--- src/rtl/cpu_pkg.sv ---
// Shared CPU-side constants: requester owner encoding and default bus widths.
// Consumers: mem_arbiter, arb_rr2.
package cpu_pkg;

    localparam int unsigned DEF_ADDR_W = 16;
    localparam int unsigned DEF_DATA_W = 16;

    typedef enum logic {
        OWN_IF = 1'b0,
        OWN_DS = 1'b1
    } owner_e;

    // Round-robin pick on contention: the side that did not own the last grant.
    function automatic owner_e rr_pick(input owner_e last_owner);
        return (last_owner == OWN_DS) ? OWN_IF : OWN_DS;
    endfunction

endpackage

--- src/rtl/arb_rr2.sv ---
// Two-way grant logic for the fetch (IF) and data/stack (DS) requesters.
// MEM_ARB_DS_PRIORITY_EN: DS wins every contention and the last-owner register is dropped.
module arb_rr2
    import cpu_pkg::*;
(
    input  logic i_clock,
    input  logic i_reset_n,
    input  logic i_req_if,
    input  logic i_req_ds,
    output logic o_gnt_if,
    output logic o_gnt_ds
);

`ifdef MEM_ARB_DS_PRIORITY_EN

    // The reset term keeps grants off while the block is held in reset.
    always_comb begin
        o_gnt_if = 1'b0;
        o_gnt_ds = 1'b0;
        if (i_reset_n) begin
            o_gnt_ds = i_req_ds;
            o_gnt_if = i_req_if & ~i_req_ds;
        end
    end

`else

    owner_e last_q;
    owner_e last_d;

    always_comb begin
        o_gnt_if = 1'b0;
        o_gnt_ds = 1'b0;
        if (i_reset_n) begin
            if (i_req_if && i_req_ds) begin
                if (rr_pick(last_q) == OWN_IF) begin
                    o_gnt_if = 1'b1;
                end else begin
                    o_gnt_ds = 1'b1;
                end
            end else begin
                o_gnt_if = i_req_if;
                o_gnt_ds = i_req_ds;
            end
        end
    end

    always_comb begin
        last_d = last_q;
        if (o_gnt_if) begin
            last_d = OWN_IF;
        end else if (o_gnt_ds) begin
            last_d = OWN_DS;
        end
    end

    // Reset to DS so the first contention after reset goes to the fetch side.
    always_ff @(posedge i_clock or negedge i_reset_n) begin
        if (!i_reset_n) begin
            last_q <= OWN_DS;
        end else begin
            last_q <= last_d;
        end
    end

`endif

endmodule

--- src/rtl/mem_arbiter.sv ---
// Single-port memory arbiter between instruction fetch and data/stack traffic.
// Contention policy selected by MEM_ARB_DS_PRIORITY_EN (see arb_rr2); default is round-robin.
module mem_arbiter
    import cpu_pkg::*;
#(
    parameter int unsigned ADDR_W = DEF_ADDR_W,
    parameter int unsigned DATA_W = DEF_DATA_W
) (
    input  logic              i_clock,
    input  logic              i_reset_n,

    input  logic              i_if_req,
    input  logic [ADDR_W-1:0] i_if_addr,
    output logic              o_if_gnt,
    output logic              o_if_rvalid,
    output logic [DATA_W-1:0] o_if_rdata,

    input  logic              i_ds_req,
    input  logic              i_ds_we,
    input  logic [ADDR_W-1:0] i_ds_addr,
    input  logic [DATA_W-1:0] i_ds_wdata,
    output logic              o_ds_gnt,
    output logic              o_ds_rvalid,
    output logic [DATA_W-1:0] o_ds_rdata,

    output logic              o_mem_en,
    output logic              o_mem_we,
    output logic [ADDR_W-1:0] o_mem_addr,
    output logic [DATA_W-1:0] o_mem_wdata,
    input  logic [DATA_W-1:0] i_mem_rdata
);

    logic   gnt_if;
    logic   gnt_ds;
    logic   rd_issue;
    logic   flight_valid_q;
    owner_e flight_owner_q;

    arb_rr2 u_arb (
        .i_clock   (i_clock),
        .i_reset_n (i_reset_n),
        .i_req_if  (i_if_req),
        .i_req_ds  (i_ds_req),
        .o_gnt_if  (gnt_if),
        .o_gnt_ds  (gnt_ds)
    );

    // Memory-side mux; idle cycles park address and data at zero.
    always_comb begin
        o_mem_en    = gnt_if | gnt_ds;
        o_mem_we    = 1'b0;
        o_mem_addr  = '0;
        o_mem_wdata = '0;
        if (gnt_ds) begin
            o_mem_we    = i_ds_we;
            o_mem_addr  = i_ds_addr;
            o_mem_wdata = i_ds_wdata;
        end else if (gnt_if) begin
            o_mem_addr  = i_if_addr;
        end
    end

    assign o_if_gnt = gnt_if;
    assign o_ds_gnt = gnt_ds;
    assign rd_issue = o_mem_en & ~o_mem_we;

    // One entry is enough: memory read latency is exactly one cycle.
    always_ff @(posedge i_clock or negedge i_reset_n) begin
        if (!i_reset_n) begin
            flight_valid_q <= 1'b0;
            flight_owner_q <= OWN_IF;
        end else begin
            flight_valid_q <= rd_issue;
            flight_owner_q <= gnt_ds ? OWN_DS : OWN_IF;
        end
    end

    always_comb begin
        o_if_rvalid = flight_valid_q & (flight_owner_q == OWN_IF);
        o_ds_rvalid = flight_valid_q & (flight_owner_q == OWN_DS);
        o_if_rdata  = o_if_rvalid ? i_mem_rdata : '0;
        o_ds_rdata  = o_ds_rvalid ? i_mem_rdata : '0;
    end

endmodule

--- config.mk ---
export PLATFORM = sky130hd
export DESIGN_NAME = mem_arbiter
export DESIGN_NICKNAME = d
export VERILOG_FILES = /design/src/rtl/cpu_pkg.sv /design/src/rtl/arb_rr2.sv /design/src/rtl/mem_arbiter.sv
export SDC_FILE = /design/constraint.sdc
export NUM_CORES = 1
export LEC_CHECK = 0
export CAP_MARGIN = 5
export CORE_MARGIN = 5
export CORE_UTILIZATION = 23
export DETAILED_ROUTE_END_ITERATION = 10
export PLACE_DENSITY = 0.92
export SKIP_CTS_REPAIR_TIMING = 1
export SLEW_MARGIN = 20
export SYNTH_ARGS = -nofsm -noshare
export SYNTH_HDL_FRONTEND = slang
export SYNTH_SLANG_ARGS = --single-unit
export TNS_END_PERCENT = 5
--- constraint.sdc ---
create_clock -name i_clock -period 2.5 [get_ports i_clock]
set_input_delay 0.375 -clock i_clock [delete_from_list [all_inputs] [get_ports i_clock]]
set_output_delay 0.375 -clock i_clock [all_outputs]
set_load 0.1 [all_outputs]
---- Word-level counts from Yosys, hierarchy flattened ----
Cells that the tools add are included.
storage, ports and cells
  register bits after elaboration ......... 3
  input bits .............................. 69
  output and inout bits ................... 70
  word-level logic and storage cells ...... 26
operators by class
  bitwise operators ....................... 6
  reductions and logical operators ........ 2
  multiplexer cells ....................... 15
operator list
  kind                count
  two-way mux 16 bit  5
  two-way mux 1 bit   10
  bitwise AND 1 bit   3
  NOT 1 bit           2
  nonzero test 2 bit  1
  logical AND 1 bit   1
  bitwise OR 1 bit    1

---- Logic depth before layout (Yosys ltp) ----
Gate-level depths: netlist (run 1).
  depth in word-level cells ............... 6
  mapped depth ............................ 5
  mapped depth without buffers ............ 3

---- Cells and area by module ----
A second synthesis (run 1) with hierarchy kept.
unflattened totals
  cells, all modules ...................... 109
  area, all modules ....................... 691.9 um2
modules (own cells, without submodules)
  module       sequential area each (um2)  instances  cells an instance  area an instance (um2)
  mem_arbiter  50.0                        1          101                629.4
  arb_rr2      26.3                        1          8                  62.6

---- Worst setup path before layout (run 1) ----
Ideal clock, no wire load.
  path type ............................... register -> output
  start point ............................. reg u_arb.last_q
  end point ............................... out o_mem_addr[10]
  data required time ...................... 2.125 ns
  data arrival time ....................... 2.268 ns
  path buffers ............................ 1
  slack ................................... -0.143 ns
  cell stages (with the launch flop) ...... 4
  cell sequence ........................... dfstp_2 -> o21ai_2 -> buf_6 -> o22ai_1
between the ends
  cells in the longest elaborated chain, start to end .. 5
  elaborated cells between the ends (all ways) .. 8
  classes of those cells .................. 8 x mux
RTL lines
  item                    RTL line           text
  from (decl)             arb_rr2.sv:28      owner_e last_q;
  from (signal assigned)  arb_rr2.sv:62      last_q <= last_d;
  two-way mux 1 bit       arb_rr2.sv:36      if (rr_pick(last_q) == OWN_IF) begin
  two-way mux 1 bit       arb_rr2.sv:35      if (i_req_if && i_req_ds) begin
  two-way mux 1 bit       arb_rr2.sv:34      if (i_reset_n) begin
  two-way mux 16 bit      mem_arbiter.sv:58  end else if (gnt_if) begin
  two-way mux 16 bit (*)  mem_arbiter.sv:54  if (gnt_ds) begin
  to (decl)               mem_arbiter.sv:28  output logic [ADDR_W-1:0] o_mem_addr,
Mark *: on every way between the ends. The rest lies on a longest branch, timed or not.

---- Final worst setup path (run 1) ----
  start point ............................. in i_ds_req
  end point ............................... out o_mem_addr[1]
between the ends
  cells in the longest elaborated chain, start to end .. 5
  elaborated cells between the ends (all ways) .. 7
  classes of those cells .................. 6 x mux; 1 x reduce/logical
RTL lines
  item                    RTL line           text
  from (decl)             mem_arbiter.sv:18  input logic i_ds_req,
  logical AND 1 bit       arb_rr2.sv:35
  two-way mux 1 bit       arb_rr2.sv:35
  two-way mux 1 bit       arb_rr2.sv:34
  two-way mux 16 bit      mem_arbiter.sv:58
  two-way mux 16 bit (*)  mem_arbiter.sv:54
Marks and branches as above.

==> metrics.md, run 1 <==
| Metric | Value |
|---|---|
| Status | `finished clean` |
| CTS buffer count | `3` |
| DR vias/cell | `roughly 4.6` |
| WS Path Type | `in2out` |
| Peak VDD IR | `0.243 mV` |
| H-tree Lvls | `1` |
| Via count | `1,426` |
| Fmax | `between 0.4 and 0.5 GHz` |
| Gpl congestion | `between 0.7 and 0.8` |
| Area fraction of the dominant cell type after synthesis | `0.200` |
| CTS Buffer Depth | `2` |
| DRC Markers | `0` |
| RSZ-0062 raised after global routing | `no` |
| Die Width | `between 60 and 70 um` |
| TritonRoute pass-1 iters | `4` |
| Worst slew margin | `0.653` |
| Max-slew violations | `0` |
| CP Data Required Time | `between 2 and 2.5 ns` |
| Clock insertion delay at the later pin of the skew report | `around 0.23 ns` |
| Syn Inst Count | `between 100 and 150` |
| Ranking of synthesized cells by area | `and2_1, nand2_1, and3_1` |
| Setup crit end kind | `output port` |
| Worst min-delay path class | `in2async` |
| Wire per inst | `between 15 and 20 um` |
| Ant. Diodes | `0` |
| Worst slew pin tran | `around 0.52 ns` |
| Post-synthesis cell type count | `19` |
| Num rows | `21` |
| Synthesized Nets | `around 200` |
| Post-synthesis cell area | `783 um2` |
| Placed cells | `303` |
| CTS clock-pin slew for the worst setup and hold paths | `roughly 0.040 ns` |
| All-Layer GR Usage | `0.197` |
| Tot Pwr | `1.06 mW` |
| Largest net degree at the start of global routing | `33` |
| Routed Antenna Nets | `0` |
| Worst EP arrival | `approximately 2 ns` |
| First-pass GRT wire length | `approximately 6900 um` |
| Power Density | `366 nW/um2` |
| Share of post-route cells with drive strength above 1 | `0.341` |
| Core footprint | `3310 um2` |
| Ys Warns | `0` |
| Sequential cell area fraction in the yosys report | `0.0974` |
| Clock sinks | `3` |
| GRT Residual Overflow | `0` |
| Tcrit/Tclk final | `0.946` |
| Buffers on Ports | `about 140` |
| Final nets | `approximately 330` |
| Antenna violations before repair | `0` |
| Starting Density | `0.237` |
| Cell type with the highest aggregate area in the netlist | `and2_1` |
| Synthesis-to-layout area growth | `269%` |
| Setup violations, final | `0` |
| R2R setup slack | `~1.4 ns` |
| Critical path launch point type | `input port` |
| Pleak | `about 1.3 nW` |
| Fin crit period | `approximately 2.4 ns` |
| Max-capacitance violation count | `0` |
| Final-report hold violation count | `0` |
| First DRT Iteration DRCs | `26` |
| Vias in the first global route | `1,408` |
| Dpl hpwl | `roughly 4500 um` |
| TritonCTS clock tree | `built` |
| Detailed-route wire length | `5080 um` |
| Clock Tree Root | `clkbuf_4` |
| Die Span Y | `between 60 and 70 um` |
| Boundary Pins | `between 100 and 150` |
| CP Max Fanout | `16` |
| Post-Layout Cell Count | `a little over 300` |
| Synth Register Bits | `3` |
| Clock Skew | `about 0.0045 ns` |
| Die area | `4670 um2` |
| Mapped Avg Cell Area | `between 6 and 7 um2` |
[worst max-delay path, stage by stage]
cell and delay, ns:
clkdlybuf4s50_1 0.58, nand2_1 0.37, o22ai_1 0.43, buf_12 0.22
[layout make-up]
cell class                      instances  area (um2)
Tap cell                               46        57.6
Inverter                                2        7.51
Sequential cell                         3        76.3
Multi-Input combinational cell        110         624
Timing Repair Buffer                  142        2100
Clock buffer                            4        26.3
Fill cell                             164         419
[kinds of logic after synthesis]
group / Yosys count / synth area share
simple gates: 90 / 0.637
compound gates: 20 / 0.160
buf+inv: 13 / 0.105
flops: 3 / 0.0975
[power breakdown]
part / internal (mW) / switching, mW / leakage [nW]
clock network: 0.0600 / 0.0274 / 0.0150
registers: 0.0568 / 0.00917 / 0.0365
logic: 0.348 / 0.558 / 1.21
total: 0.465 / 0.595 / 1.26
[synthesized netlist by cell type, drive strengths merged]
library cell	instances
a21oi	2
a31oi	1
and2	34
and2b	1
and3	17
buf	9
clkbuf	2
dfrtp	2
dfstp	1
inv	2
nand2	34
nand2b	1
nor2	3
o21ai	1
o22ai	16
[layer usage]
layer / vias to the layer above / GRT usage / wire length (um)
li1: 693 / - / -
met5: - / 0 / 0
met2: 95 / 0.389 / 2680
met1: 632 / 0.192 / 1750
met3: 6 / 0.0657 / 597
met4: 0 / 0.0546 / 53
[through the flow]
step / hold slack, ns / worst slack (ns) / cell area (um2) / TNS [ns] / util
after floorplan: 0.0794 / -0.143 / 783 / -2.19 / -
after global placement: 0.536 / 0.276 / 2870 / 0 / 0.865
after detailed placement: 0.541 / 0.167 / 2870 / 0 / 0.865
after CTS: 0.478 / 0.147 / 2890 / 0 / 0.873
after global routing: 0.514 / 0.0656 / 2890 / 0 / 0.873
final: 0.484 / 0.135 / 2890 / 0 / 0.873
[state kept, by name, summed over array words and instances, names as in the netlist]
signal	flops
flight_valid_q	1
u_arb.last_q	1
flight_owner_q	1
[cells in the final DEF, fill, tap and decap left out, types with 2 or more instances in the layout]
master and count:
nor2_1 3, inv_1 2, and3_1 16, clkdlybuf4s50_1 68
buf_4 5, and2_4 9, a21oi_1 2, dfrtp_1 2
o22ai_1 16, and2_1 25, nand2_1 34, clkbuf_4 3
buf_12 69
[path summary, 6_finish.rpt]
kind / cells after the start / from / end
min in group i_clock: 2 / u_arb.last_q$_DFFE_PN1P_ / u_arb.last_q$_DFFE_PN1P_
max: 4 / i_ds_req / o_mem_addr[1]
max in group asynchronous: 2 / i_reset_n / u_arb.last_q$_DFFE_PN1P_
min: 2 / i_reset_n / flight_valid_q$_DFF_PN0_
max reg2reg: 3 / u_arb.last_q$_DFFE_PN1P_ / flight_valid_q$_DFF_PN0_
min reg2reg: 2 / u_arb.last_q$_DFFE_PN1P_ / u_arb.last_q$_DFFE_PN1P_
Power figures use the tool's default switching activity.
==> inputs of run 2 (changes only) <==
Clock period 2.5 ns to 2.95 ns, I/O delays scaled along.
==> metrics.md, run 2 (same netlist as run 1, synthesis figures left out) <==
| Metric | Value |
|---|---|
| Sequential cell area | `76.3 um2 (unchanged)` |
| R2R Path End | `flight_valid_q$_DFF_PN0_` |
| Core footprint | `3310 um2 (unchanged)` |
| Worst Reg-to-Reg Cells | `3 (unchanged)` |
| Crit path from | `i_ds_req` |
| Setup violations, final | `0 (unchanged)` |
| Wire per inst | `14.4 um (-13%)` |
| Max-capacitance violation count | `0 (unchanged)` |
| Fin crit period | `roughly 2.5 ns` |
| Worst min-delay path class | `reg2reg` |
| RSZ-0062 raised after global routing | `no` |
| Largest net degree at the start of global routing | `23 (-30%)` |
| R2R setup slack | `1.86 ns (+0.42 ns)` |
| Met2 Use GR | `0.348 (-0.0409)` |
| Worst hold stages | `2` |
| Starting Density | `0.237 (unchanged)` |
| Final nets | `330 (-0.30%)` |
| Most frequent cells in the layout | `clkdlybuf4s50_1, buf_4, buf_12` |
| Commonest non-fill, non-tap cell in the layout | `clkdlybuf4s50_1` |
| Post-Layout Cell Count | `306 (-0.33%)` |
| Met3 GRT Util | `0.0887 (+0.0230)` |
| FF-to-FF Start | `u_arb.last_q$_DFFE_PN1P_` |
| Critical path launch point type | `input port` |
| Die area | `4670 um2 (unchanged)` |
| Worst slew margin | `0.654 (about the same)` |
| Status | `finished clean` |
| Fill cell total of the finished layout | `256 (+56%)` |
| First DRT Iteration DRCs | `35 (+35%)` |
| Hold path startpoint | `u_arb.last_q$_DFFE_PN1P_` |
| GRT Residual Overflow | `0 (unchanged)` |
| GR peak layer | `met2` |
| DRC Markers | `0 (unchanged)` |
| CTS buffer count | `3 (unchanged)` |
| Power Density | `341 nW/um2 (-7.0%)` |
| Worst slew pin tran | `0.518 ns (-0.000524 ns)` |
| Num rows | `21 (unchanged)` |
| WS Path Type | `in2out` |
| CP Data Required Time | `2.51 ns (+0.39 ns)` |
| Setup TNS | `0 ns (unchanged)` |
| Via count | `1,351 (-5.3%)` |
| TritonCTS clock tree | `built` |
| Tcrit/Tclk final | `0.832` |
| Share of post-route cells with drive strength above 1 | `0.338 (-0.00253)` |
| Boundary Pins | `139 (unchanged)` |
| DR vias/cell | `4.42 (-4.9%)` |
| CP Max Fanout | `16 (unchanged)` |
| Hold endpoint | `u_arb.last_q$_DFFE_PN1P_` |
| Fmax | `approximately 0.4 GHz` |
| Clock Tree Root | `clkbuf_4` |
| Placed cells | `302 (-0.33%)` |
| All-Layer GR Usage | `0.169 (-0.0282)` |
| Synthesis-to-layout area growth | `215%` |
| Die Span Y | `68.4 um (unchanged)` |
| Gpl congestion | `0.732 (-4.5%)` |
| Peak VDD IR | `0.242 mV (-0.57%)` |
| TritonRoute pass-1 iters | `4 (unchanged)` |
| Leading registers by flop count | `flight_owner_q x1, flight_valid_q x1, u_arb.last_q x1` |
| First-pass GRT wire length | `5910 um (-14%)` |
| Die Width | `68.4 um (unchanged)` |
| Routed Antenna Nets | `0 (unchanged)` |
| Setup crit end kind | `output port` |
| Dpl hpwl | `3850 um (-14%)` |
| Antenna violations before repair | `0 (unchanged)` |
| Multi-input logic area | `624 um2 (unchanged)` |
| Buffers on Ports | `138 (unchanged)` |
| Clock Skew | `0.00989 ns (+0.00534 ns)` |
| Vias in the first global route | `1,308 (-7.1%)` |
| Detailed-route wire length | `4400 um (-13%)` |
| Final-report hold violation count | `0 (unchanged)` |
| Met1 usage in global routing | `0.138 (-0.0546)` |
| CTS clock-pin slew for the worst setup and hold paths | `0.05 ns (about the same)` |
| Max-slew violations | `0 (unchanged)` |
| Ant. Diodes | `0 (unchanged)` |
| Worst EP arrival | `2.01 ns (+0.02 ns)` |
| Clock sinks | `3 (unchanged)` |
| Pleak | `1.16 nW (-8.1%)` |
| Clock insertion delay at the later pin of the skew report | `0.24 ns (about the same)` |
| CTS Buffer Depth | `2 (unchanged)` |
| H-tree Lvls | `1 (unchanged)` |
==> run 2: changes by cell type in the layout (fill, tap and decap cells not counted), sizes merged <==
cell	change
buf	-1
==> run 2: how the worst max path moves through the flow <==
stage,depth (start not counted),slack [ns],end
after detailed placement,4,0.51,o_mem_addr[9]
after global placement,4,0.58,o_mem_addr[10]
final,4,0.49,o_mem_addr[6]
after floorplan,4,0.18,o_mem_addr[10]
after global routing,4,0.41,o_mem_addr[4]
after CTS,4,0.52,o_mem_addr[9]
==> run 2: worst max-delay path: stages <==
cell,delay [ns]
clkdlybuf4s50_1,0.58
nand2_1,0.36
o22ai_1,0.41
buf_12,0.22
==> run 2: area by class of cell <==
cell class	count	area share
Timing Repair Buffer	141	0.679
Multi-Input combinational cell	110	0.253
Sequential cell	3	0.0309
Tap cell	46	0.0233
Clock buffer	4	0.0106
Inverter	2	0.00304
==> run 2: per-stage QoR <==
step	utilization	instance area (um2)	hold WS, ns	power [mW]	worst slack, ns
5_1_grt	0.746	2470	0.582	0.873	0.409
3_5_place_dp	0.738	2440	0.542	0.767	0.514
2_1_floorplan	-	783	0.147	0.501	0.184
6_report	0.746	2470	0.551	0.842	0.495
3_3_place_gp	0.738	2440	0.533	0.759	0.577
4_1_cts	0.746	2470	0.547	0.850	0.516
==> run 2: where the power goes <==
part	internal, mW	switching (mW)
registers	0.0480	0.0109
logic	0.251	0.455
clock network	0.0511	0.0271
total	0.350	0.493
==> run 2: metal layers <==
layer	vias to the layer above	part of all wire
met5	-	0
met4	0	0.0057
met3	4	0.16
met2	87	0.52
met1	570	0.31
li1	690	-
